## config.mk

```make
export PLATFORM = sky130hd
export DESIGN_NAME = pipeline_hazard_ctrl
export DESIGN_NICKNAME = d
export VERILOG_FILES = /design/src/rtl/pipeline_hazard_ctrl.sv
export SDC_FILE = /design/constraint.sdc
export NUM_CORES = 1
export LEC_CHECK = 0
export ABC_AREA = 0
export CAP_MARGIN = 0
export CELL_PAD_IN_SITES_DETAIL_PLACEMENT = 0
export CELL_PAD_IN_SITES_GLOBAL_PLACEMENT = 2
export CORE_MARGIN = 10
export CORE_UTILIZATION = 32
export CTS_BUF_LIST = sky130_fd_sc_hd__clkbuf_4 sky130_fd_sc_hd__clkbuf_8
export DETAILED_ROUTE_END_ITERATION = 7
export PLACE_DENSITY_LB_ADDON = 0.1
export SYNTH_ARGS = -nofsm -noshare
export SYNTH_HDL_FRONTEND = slang
export SYNTH_SLANG_ARGS = --single-unit
```

## constraint.sdc

```tcl
create_clock -name clk -period 5 [get_ports clk]
set_input_delay 1 -clock clk [delete_from_list [all_inputs] [get_ports clk]]
set_output_delay 1 -clock clk [all_outputs]
set_load 0.02 [all_outputs]
```

## src/rtl/pipeline_hazard_ctrl.sv

```systemverilog
// Stall/flush sequencer for the 5-stage pipeline: load-use, redirect,
// multi-cycle EX and data-memory wait, with perf counters and a watchdog.
module pipeline_hazard_ctrl #(
  parameter int CNT_W      = 32,
  parameter int MC_TIMEOUT = 64
) (
  input  logic             clk,
  input  logic             rst,
  input  logic [4:0]       id_rs1,
  input  logic [4:0]       id_rs2,
  input  logic             id_uses_rs1,
  input  logic             id_uses_rs2,
  input  logic [4:0]       id_ex_rd,
  input  logic             id_ex_mem_read,
  input  logic             ex_redirect,
  input  logic             ex_mc_start,
  input  logic             ex_mc_done,
  input  logic             dmem_wait,
  output logic             pc_en,
  output logic             if_id_en,
  output logic             id_ex_en,
  output logic             ex_mem_en,
  output logic             if_id_flush,
  output logic             id_ex_flush,
  output logic             ex_mem_flush,
  output logic [CNT_W-1:0] stall_cycles,
  output logic [CNT_W-1:0] flush_events,
  output logic             mc_timeout
);

  localparam int TW = $clog2(MC_TIMEOUT + 1);
  localparam logic [TW-1:0] TMAX = TW'(MC_TIMEOUT);

  typedef enum logic {
    RUN     = 1'b0,
    MC_WAIT = 1'b1
  } state_e;

  state_e           state_q, state_d;
  logic [TW-1:0]    tcnt_q, tcnt_d;
  logic             tout_q, tout_d;
  logic [CNT_W-1:0] stall_q, stall_d;
  logic [CNT_W-1:0] flush_q, flush_d;

  logic in_wait;
  logic lu;
  logic mc_stall;
  logic run_free;
  logic sel_frz, sel_mc, sel_rd, sel_lu;

  assign in_wait = (state_q == MC_WAIT);

  assign lu = id_ex_mem_read && (id_ex_rd != 5'd0) &&
              ((id_uses_rs1 && (id_rs1 == id_ex_rd)) ||
               (id_uses_rs2 && (id_rs2 == id_ex_rd)));

  // A start that completes in the same cycle behaves as a normal op.
  assign mc_stall = in_wait ? !ex_mc_done
                            : (ex_mc_start && !ex_mc_done);
  assign run_free = !in_wait && !ex_mc_start;

  assign sel_frz = !rst && dmem_wait;
  assign sel_mc  = !rst && !dmem_wait && mc_stall;
  assign sel_rd  = !rst && !dmem_wait && run_free && ex_redirect;
  assign sel_lu  = !rst && !dmem_wait && run_free &&
                   !ex_redirect && lu;

  always_comb begin
    pc_en        = 1'b1;
    if_id_en     = 1'b1;
    id_ex_en     = 1'b1;
    ex_mem_en    = 1'b1;
    if_id_flush  = 1'b0;
    id_ex_flush  = 1'b0;
    ex_mem_flush = 1'b0;
    unique case (1'b1)
      rst: begin
        pc_en        = 1'b0;
        if_id_en     = 1'b0;
        id_ex_en     = 1'b0;
        ex_mem_en    = 1'b0;
        if_id_flush  = 1'b1;
        id_ex_flush  = 1'b1;
        ex_mem_flush = 1'b1;
      end
      sel_frz: begin
        pc_en     = 1'b0;
        if_id_en  = 1'b0;
        id_ex_en  = 1'b0;
        ex_mem_en = 1'b0;
      end
      sel_mc: begin
        pc_en        = 1'b0;
        if_id_en     = 1'b0;
        id_ex_en     = 1'b0;
        ex_mem_flush = 1'b1;
      end
      sel_rd: begin
        if_id_flush = 1'b1;
        id_ex_flush = 1'b1;
      end
      sel_lu: begin
        pc_en       = 1'b0;
        if_id_en    = 1'b0;
        id_ex_flush = 1'b1;
      end
      default: ;
    endcase
  end

  always_comb begin
    state_d = state_q;
    tcnt_d  = tcnt_q;
    tout_d  = tout_q;
    if (in_wait) begin
      if (ex_mc_done && !dmem_wait) state_d = RUN;
      if (tcnt_q != TMAX) tcnt_d = tcnt_q + TW'(1);
      if (tcnt_q + TW'(1) == TMAX) tout_d = 1'b1;
    end else if (ex_mc_start && !ex_mc_done) begin
      state_d = MC_WAIT;
      tcnt_d  = '0;
    end
    stall_d = stall_q + CNT_W'(!pc_en);
    flush_d = flush_q + CNT_W'(sel_rd);
  end

  always_ff @(posedge clk) begin
    if (rst) begin
      state_q <= RUN;
      tcnt_q  <= '0;
      tout_q  <= 1'b0;
      stall_q <= '0;
      flush_q <= '0;
    end else begin
      state_q <= state_d;
      tcnt_q  <= tcnt_d;
      tout_q  <= tout_d;
      stall_q <= stall_d;
      flush_q <= flush_d;
    end
  end

  assign stall_cycles = stall_q;
  assign flush_events = flush_q;
  assign mc_timeout   = tout_q;

endmodule

```

==> qor.yml <==
vias: 3553
grt_usage_pct: 12.7
async_reset_ff_share_pct: 0
finalCriticalPeriod_ns: 4.08
cp_data_required_time_ns: 4.00
outcome: "completed"
endpoint_kind: "output pin"
hold_buffers: 0
fp-row-count: 39
first_pass_iters: 6
maxSlewViolCount: 0
start_kind: "primary input"
clk_path_buf_depth: 2
fin_crit_sh_pct: 81.6
cts_tree: "yes"
synthFlopType: "dfxtp_1"
drt_iter0_drc: 149
cts_buffers: 9
ios: 96
r2r-start: "in_wait"
finalPower_mw: 1.12
crit_buf_inv: 2
wire_per_inst_um: 15.6
ys_warn_count: 0
cts_max_level: 3
place_ws_ns: 0.815
path_max_fanout: 3
arrival_ns: 3.08
cts_sinks: 73
grt_max_degree: 41
leakagePower_nw: 1.60
path_delay_family: "buffers and inverters"
post_route_cells_drive_above_1_share_pct: 5.32
hold_start: "mc_timeout"
grt_pass1_wl_mm: 17.1
drtAntennaViolNets: 0
reg2reg_depth: 9
clk_pin_slew_worst_paths_ns: 0.07
synth.net_count: 469
regToRegSetupSlack_ns: 2.26
cp_slowest_cell: "clkdlybuf4s50_1"
fmaxAchievable_ghz: 0.245
vias_per_cell: 5.31
path_cells: "clkdlybuf4s50_1 > or4_1 > o21a_1 > nand4b_1 > o21a_1 > clkdlybuf4s50_1"
synth.avg_cell_area_um2: 8.52
setup_ws_ns: 0.919
final-hold-violation-count: 0
worst_slew_margin_rel_pct: 55.7
cts_resized: 0
clock_skew_ns: 0.0141
hold_path_class: "flip-flop to flip-flop"
synth_cell_type_count: 50
antennaDiodeCount: 0
grt_overflow: 0
setup_viol: 0
fp.dieArea_um2: 16400
ys_ff_latch: 73
portBuffers: 95
grt_pass1_vias: 3405
post-route-drc-count: 0
rsz0062_at_grt: "no"
setup-tns-final_ns: 0
fin_nets: 552
final_cells: 669
clk_latency_ns: 0.36
cts_setup_buffers: 0
seq_area_frac_synth_pct: 39.1
min_path_cells: 1
synth_edf_count: 0
cap_violations: 0
critPathMaxStageDelay_ns: 0.62
antenna_found_initial: 0
worst_ir_drop_vdd_mv: 0.204
worst_r2r_endpoint: "stall_cycles[26]"
core-area_um2: 11400
dp.final_hpwl_mm: 7.63
place_inst: 653
place.gp.congestion: 0.782
p_per_area_nw_per_um2: 226
crit_type: "primary input to output pin"
initial_utilization_pct: 32.7
worst_slew_pin_slew_ns: 0.665
fp.dieH_um: 128
die_w_um: 128
min_to: "mc_timeout"
routed_wl_mm: 10.5
synth_cells: 438
root_buffer: "clkbuf_8"
netlist_area_um2: 3730
syn2layout_area_growth_pct: 32.3
==> cells in the mapped netlist (2+ instances only) <==
cell type,number,area (um^2)
nor3_1,6,30.0
nand2b_1,2,12.5
nor2_1,28,105
o21ai_0,22,110
or4_1,19,143
or2_2,2,12.5
xnor2_1,8,70.1
clkbuf_1,12,45.0
nand2_1,31,116
o41ai_1,2,17.5
o31a_1,3,26.3
nor2b_1,5,31.3
nand4_1,19,119
nor4_1,6,37.5
a21oi_1,41,205
a311oi_1,3,26.3
inv_1,9,33.8
and3_1,10,62.6
dfxtp_1,73,1460
and2_1,8,50.1
o21a_1,7,52.6
or3_1,16,100
o311ai_0,2,17.5
nand3_1,17,85.1
nand4_2,2,25.0
buf_2,6,30.0
buf_1,3,11.3
nand4_4,2,42.5
ha_1,7,87.6
buf_6,2,22.5
xor2_1,23,201
o31ai_1,19,143
and4_1,6,52.6
==> layer usage <==
metal | global-route usage [%] | wire [um] | vias to the layer above
li1 | - | - | 1797
met1 | 15.0 | 4640 | 1673
met2 | 20.7 | 5020 | 78
met3 | 5.29 | 748 | 5
met4 | 3.38 | 62 | 0
met5 | 0 | 0 | -
==> cell usage in the layout, fill, tap and decap left out, types with 8 or more instances in the layout <==
| cell | count |
|---|---|
| o31ai_1 | 19 |
| nand3_1 | 17 |
| xor2_1 | 23 |
| clkbuf_8 | 12 |
| nand2_1 | 31 |
| nand4_1 | 19 |
| and2_1 | 8 |
| nor2_1 | 28 |
| clkdlybuf4s50_1 | 94 |
| xnor2_1 | 8 |
| dfxtp_1 | 73 |
| inv_1 | 9 |
| or4_1 | 19 |
| or3_1 | 16 |
| a21oi_1 | 41 |
| o21ai_0 | 22 |
| and3_1 | 10 |
==> area by class of cell <==
class | instances | area [um^2]
Timing Repair Buffer | 96 | 953
Inverter | 10 | 37.5
Clock buffer | 12 | 165
Clock inverter | 4 | 26.3
Sequential cell | 73 | 1460
Fill cell | 1168 | 6480
Multi-Input combinational cell | 331 | 2120
Tap cell | 143 | 179
==> registers in the layout (all words and copies together), names as in the netlist <==
register,count
flush_events,32
stall_cycles,32
tcnt_q,7
in_wait,1
mc_timeout,1
==> worst max path at each step <==
stage | from | cells after the start | to | slack (ns)
after floorplan | rst | 11 | stall_cycles[30] | 1.61
after global placement | id_ex_rd[3] | 11 | stall_cycles[26] | 0.87
after detailed placement | id_ex_rd[3] | 11 | stall_cycles[26] | 0.81
after CTS | id_ex_rd[1] | 6 | if_id_en | 0.91
after global routing | id_ex_rd[3] | 11 | stall_cycles[26] | 0.81
final | id_ex_rd[1] | 6 | pc_en | 0.92
==> metrics by stage <==
stage / hold WS, ns / utilization [%] / instance area, um^2
detailed placement: 0.466 / 41.6 / 4750
global route: 0.517 / 43.3 / 4940
floorplan: 0.467 / - / 3730
CTS: 0.491 / 43.3 / 4940
finish: 0.483 / 43.3 / 4940
global placement: 0.452 / 41.6 / 4750
==> power by group <==
part,switching [mW],internal [mW],leakage (nW)
Clock,0.225,0.220,0.0984
Sequential,0.00502,0.585,0.589
Combinational,0.0414,0.0397,0.910
Total,0.271,0.845,1.60
==> logic make-up after synthesis <==
family | Yosys count | share of synthesized area (%)
compound gates | 108 | 18.0
xor+xnor | 31 | 7.27
fa+ha+maj | 7 | 2.35
buf+inv | 34 | 4.12
flops | 73 | 39.1
simple gates | 185 | 29.1
(Power assumes the default switching activity.)
